===== src/rtl/funrv32_rf_wb_arbiter_if.sv =====
// Writeback request channel: one requester's valid/ready handshake carrying a
// destination register and data. master = requester side, slave = arbiter side.
interface funrv32_rf_wb_arbiter_if #(
  parameter int XLEN = 32,
  parameter int AW   = 5
);
  logic            valid;
  logic            ready;
  logic [AW-1:0]   addr;
  logic [XLEN-1:0] data;

  modport master (
    output valid,
    output addr,
    output data,
    input  ready
  );

  modport slave (
    input  valid,
    input  addr,
    input  data,
    output ready
  );
endinterface


===== src/rtl/funrv32_rf_wb_arbiter.sv =====
// Round-robin arbiter sharing the regfile write port between A (ALU) and B (load);
// accept at edge N writes at N+1, losers wait with valid held, no ready during the clear sweep.
module funrv32_rf_wb_arbiter #(
  parameter int XLEN = 32,
  parameter int AW   = 5,
  parameter int NREG = 32
) (
  input  logic                    clk,
  input  logic                    reset,
  funrv32_rf_wb_arbiter_if.slave  a,
  funrv32_rf_wb_arbiter_if.slave  b,
  output logic                    rf_we,
  output logic [AW-1:0]           rf_ad,
  output logic [XLEN-1:0]         rf_rd,
  output logic                    init_done
);

  typedef enum logic {INIT, RUN} state_t;
  typedef enum logic {GNT_A, GNT_B} grant_t;

  state_t        state;
  grant_t        last_grant;
  logic [AW-1:0] cnt;

  // Contention goes to whichever requester was not served last.
  assign a.ready = (state == RUN) && a.valid && (!b.valid || (last_grant == GNT_B));
  assign b.ready = (state == RUN) && b.valid && (!a.valid || (last_grant == GNT_A));

  always_ff @(posedge clk) begin
    if (reset) begin
      state      <= INIT;
      last_grant <= GNT_B;
      cnt        <= '0;
      rf_we      <= 1'b0;
      rf_ad      <= '0;
      rf_rd      <= '0;
      init_done  <= 1'b0;
    end else begin
      case (state)
        INIT: begin
          rf_we <= 1'b1;
          rf_ad <= cnt;
          rf_rd <= '0;
          cnt   <= cnt + 1'b1;
          if (cnt == AW'(NREG - 1)) begin
            state     <= RUN;
            init_done <= 1'b1;
          end
        end
        RUN: begin
          // x0 requests are consumed but never reach the regfile.
          if (a.ready) begin
            last_grant <= GNT_A;
            rf_we      <= (a.addr != '0);
            if (a.addr != '0) begin
              rf_ad <= a.addr;
              rf_rd <= a.data;
            end
          end else if (b.ready) begin
            last_grant <= GNT_B;
            rf_we      <= (b.addr != '0);
            if (b.addr != '0) begin
              rf_ad <= b.addr;
              rf_rd <= b.data;
            end
          end else begin
            rf_we <= 1'b0;
          end
        end
        default: state <= INIT;
      endcase
    end
  end

endmodule


===== src/flat_wrapper.sv =====
// flat-port wrapper written by rule: the top's interface ports become plain ports
module funrv32_rf_wb_arbiter_flat 
#(
  parameter int XLEN = 32,
  parameter int AW   = 5,
  parameter int NREG = 32
)
  (clk, reset, rf_we, rf_ad, rf_rd, init_done, a_valid, a_addr, a_data, a_ready, b_valid, b_addr, b_data, b_ready);
  funrv32_rf_wb_arbiter_if #(.XLEN(XLEN), .AW(AW)) a_i ();
  funrv32_rf_wb_arbiter_if #(.XLEN(XLEN), .AW(AW)) b_i ();
  input  logic clk;
  input  logic reset;
  output logic rf_we;
  output logic [AW-1:0] rf_ad;
  output logic [XLEN-1:0] rf_rd;
  output logic init_done;
  input wire logic [$bits(a_i.valid)-1:0] a_valid;
  input wire logic [$bits(a_i.addr)-1:0] a_addr;
  input wire logic [$bits(a_i.data)-1:0] a_data;
  output wire logic [$bits(a_i.ready)-1:0] a_ready;
  input wire logic [$bits(b_i.valid)-1:0] b_valid;
  input wire logic [$bits(b_i.addr)-1:0] b_addr;
  input wire logic [$bits(b_i.data)-1:0] b_data;
  output wire logic [$bits(b_i.ready)-1:0] b_ready;
  assign a_i.valid = a_valid;
  assign a_i.addr = a_addr;
  assign a_i.data = a_data;
  assign a_ready = a_i.ready;
  assign b_i.valid = b_valid;
  assign b_i.addr = b_addr;
  assign b_i.data = b_data;
  assign b_ready = b_i.ready;
  funrv32_rf_wb_arbiter #(.XLEN(XLEN), .AW(AW), .NREG(NREG)) u_core (.clk(clk), .reset(reset), .a(a_i), .b(b_i), .rf_we(rf_we), .rf_ad(rf_ad), .rf_rd(rf_rd), .init_done(init_done));
endmodule

===== config.mk =====
export PLATFORM = sky130hd
export DESIGN_NAME = funrv32_rf_wb_arbiter_flat
export DESIGN_NICKNAME = d
export VERILOG_FILES = /design/src/rtl/funrv32_rf_wb_arbiter_if.sv /design/src/rtl/funrv32_rf_wb_arbiter.sv /design/src/flat_wrapper.sv
export SDC_FILE = /design/constraint.sdc
export NUM_CORES = 1
export LEC_CHECK = 0
export ABC_AREA = 1
export BUFFER_PORTS_ARGS = -buffer_cell sky130_fd_sc_hd__buf_2
export CAP_MARGIN = 10
export CORE_MARGIN = 4
export CORE_UTILIZATION = 42
export CTS_CLUSTER_SIZE = 28
export DETAILED_ROUTE_END_ITERATION = 12
export PLACE_DENSITY = 0.74
export SETUP_SLACK_MARGIN = 0.2
export SYNTH_ARGS = -nofsm -noshare
export SYNTH_HDL_FRONTEND = slang
export SYNTH_SLANG_ARGS = --single-unit

===== constraint.sdc =====
create_clock -name clk -period 1.3 [get_ports clk]
set_input_delay 0.13 -clock clk [delete_from_list [all_inputs] [get_ports clk]]
set_output_delay 0.13 -clock clk [all_outputs]
set_load 0.05 [all_outputs]

==> impl_metrics.tcl <==
set metrics [dict create \
    synth_edf_count 0 \
    netlist_top_cells_area "dfxtp_1 (36%), nand2_1 (18%), nor2_1 (11%)" \
    synth.top_cell.area_share 0.360 \
    syn_area_um2 2550 \
    irDropWorstVdd_mv 0.601 \
    grt_overflow 0 \
    cts-buffers-inserted 5 \
    startpoint_type "flip-flop" \
    rsz0062_at_grt "true" \
    grt_util_all_layers 0.203 \
    slew_viol_final 0 \
    hold_class "in2reg" \
    grt_first_pass_wirelength_um 12300 \
    hpwl_um 5400 \
    violations "negative setup slack" \
    dpl_cell_area_um2 3360 \
    synth-seq-area-share 0.360 \
    clockBufferDepth 2 \
    crit_arrival_ns 1.56 \
    max_slew_margin 0.813 \
    fin_area_um2 3880 \
    dp.cells 593 \
    first_pass_iters 4 \
    first_iter_violations 123 \
    hold_slack_ns 0.0699 \
    core_area_um2 5920 \
    placementRows 28 \
    yosys_warnings 0 \
    grt_max_degree 38 \
    crit_fanout 8 \
    setup_viol 32 \
    p_leak_nw 2.40 \
    cts-htree-levels 2 \
    syn-num-nets 484 \
    cp.required_ns 1.49 \
    async_reset_ff_frac 0 \
    tightest_slew_ns 0.281 \
    io_buffers 118 \
    antenna_cells 0 \
    hold_viol 0 \
    initial_utilization 0.432 \
    crit_path_end_kind "flip-flop" \
    clockRootBuffer "clkbuf_8" \
    synthesis.instances 404 \
    synth_seq_cells 46 \
    die_h_um 86.0 \
    min_period_over_period 1.05 \
    clock-sinks 46 \
    drc 0 \
    yosysUniqueCellTypes 24 \
    syn_to_final_growth_pct 51.7 \
    final_cells 614 \
    fin_ws_ns -0.0681 \
    ys.flop_type "dfxtp_1" \
    vias_per_cell 4.97 \
    max_freq_ghz 0.731 \
    wl_um 8000 \
    crit_type "reg2reg" \
    num_io_pins 119 \
    die-area_um2 7400 \
    p_total_mw 2.60 \
    fin_crit_ns 1.37 \
    final_antenna_net_count 0 \
    powerDensity_nw_per_um2 670 \
    grt_antenna_before_repair 0 \
    fp.dieW_um 86.0 \
    clkTransAtPathRegs_ns 0.08 \
    status "complete, but fails checks" \
    avgSynthCellArea_um2 6.32 \
    vias 3052 \
    nets 618 \
    fin_util 0.655 \
    skew_ns 0.00539 \
    first_global_vias 2775 \
    yosysTopAreaCell "dfxtp_1" \
    drive_above_1_share 0.414 \
    routabilityCongestion 0.860 \
    routedWlPerCell_um 13.0 \
    tritoncts "yes" \
    insertion_delay_ns 0.29 \
    drv_cap 0 \
]
-- where the power goes --
group          leakage [nW]  total [mW]  internal (mW)  switching (mW)
sequential            0.373        1.43           1.42          0.0114
clock                0.0482       0.898          0.430           0.469
combinational          1.98       0.265          0.132           0.133
-- state kept, by name, summed over array words and instances (netlist names) --
signal and flops:
u_core.init_done 1, u_core.rf_ad 5, u_core.cnt 5, u_core.rf_we 1
u_core.state 1, u_core.rf_rd 32, u_core.last_grant 1
-- worst paths after layout --
kind                            cells after the start         startpoint          endpoint  slack [ns]
worst max-delay path                                9  u_core.last_grant  u_core.rf_rd[25]       -0.07
worst min-delay path                                2              reset      u_core.state        0.07
worst max register to register                      9  u_core.last_grant  u_core.rf_rd[25]       -0.07
worst min register to register                      2   u_core.rf_rd[14]  u_core.rf_rd[14]        0.48
-- cell type report --
| type | instances | area (um2) |
|---|---|---|
| Sequential cell | 46 | 931 |
| Tap cell | 75 | 93.8 |
| Inverter | 20 | 87.6 |
| Timing Repair Buffer | 154 | 1060 |
| Clock buffer | 7 | 86.3 |
| Fill cell | 530 | 2040 |
| Clock inverter | 1 | 5.00 |
| Multi-Input combinational cell | 311 | 1620 |
-- cells in the mapped netlist, types with 2 or more instances --
cell type,number
nand4_1,5
o21ai_1,12
buf_1,2
nand2_2,3
buf_2,12
clkbuf_1,5
inv_2,3
nor2_2,10
buf_4,4
nand3b_1,4
a21oi_1,6
nand3_1,40
nand2_1,120
nand2_4,3
ha_1,2
dfxtp_1,46
nor2_1,76
nor3_1,3
o21ai_0,24
inv_1,17
buf_6,4
-- through the flow --
stage,TNS (ns),setup WS (ns)
floorplan,-3.77,-0.116
global placement,0,0.00871
detailed placement,-0.0280,-0.0202
CTS,-0.0288,-0.00987
global route,-3.04,-0.143
finish,-0.847,-0.0681
-- layer usage --
layer | routed length, um | track usage
met3 | 695 | 0.0509
met4 | 113 | 0.0504
met1 | 3210 | 0.232
met2 | 3980 | 0.375
met5 | 0 | 0
-- cell usage in the layout (no fill, tap or decap), types with 2 or more instances in the layout --
cell | synthesis | routed
buf_2 | 12 | 114
buf_4 | 4 | 15
nor3_1 | 3 | 2
dfxtp_1 | 46 | 42
clkbuf_8 | 0 | 6
nand3b_1 | 4 | 4
nand2_4 | 3 | 6
buf_6 | 4 | 12
o21ai_1 | 12 | 26
nand4_1 | 5 | 5
nand2_8 | 0 | 3
nand2_1 | 120 | 114
inv_2 | 3 | 2
inv_1 | 17 | 15
nand3_2 | 0 | 16
a21oi_1 | 6 | 4
nand3_1 | 40 | 24
dfxtp_4 | 0 | 2
dfxtp_2 | 0 | 2
nor2_2 | 10 | 16
nor2_1 | 76 | 69
a21oi_2 | 1 | 2
buf_12 | 0 | 5
clkbuf_4 | 0 | 2
clkbuf_16 | 0 | 2
o21ai_0 | 24 | 9
inv_4 | 0 | 2
nand2_2 | 3 | 3
buf_8 | 0 | 3
-- logic make-up (layout without fill, tap and decap cells) --
logic type               Yosys count  count (layout)  synth area share
adder cells (fa/ha/maj)            2               2           0.00979
AO/OA/AOI/OAI                     44              44            0.0891
AND/OR/NAND/NOR                  265             265             0.448
flip-flops                        46              46             0.360
buffers and inverters             47             182            0.0926
-- what timing repair did --
item                       4_1_cts  5_1_grt
hold buffers                     0        0
gates cloned                     1        3
gates resized for setup         54       31
setup endpoints to repair       44       46
buffers inserted                 5        4
pin swaps                       19        4
-- worst max-delay path, stage by stage, from the launching register on --
cell and delay [ns]:
dfxtp_2 0.34, buf_6 0.12, a21oi_4 0.17, buf_6 0.14, nor2_4 0.05, nand2_8 0.11, clkbuf_16 0.16, nand3_1 0.07
nand2_1 0.07, nor2_1 0.04
(Power assumes the default switching activity.)
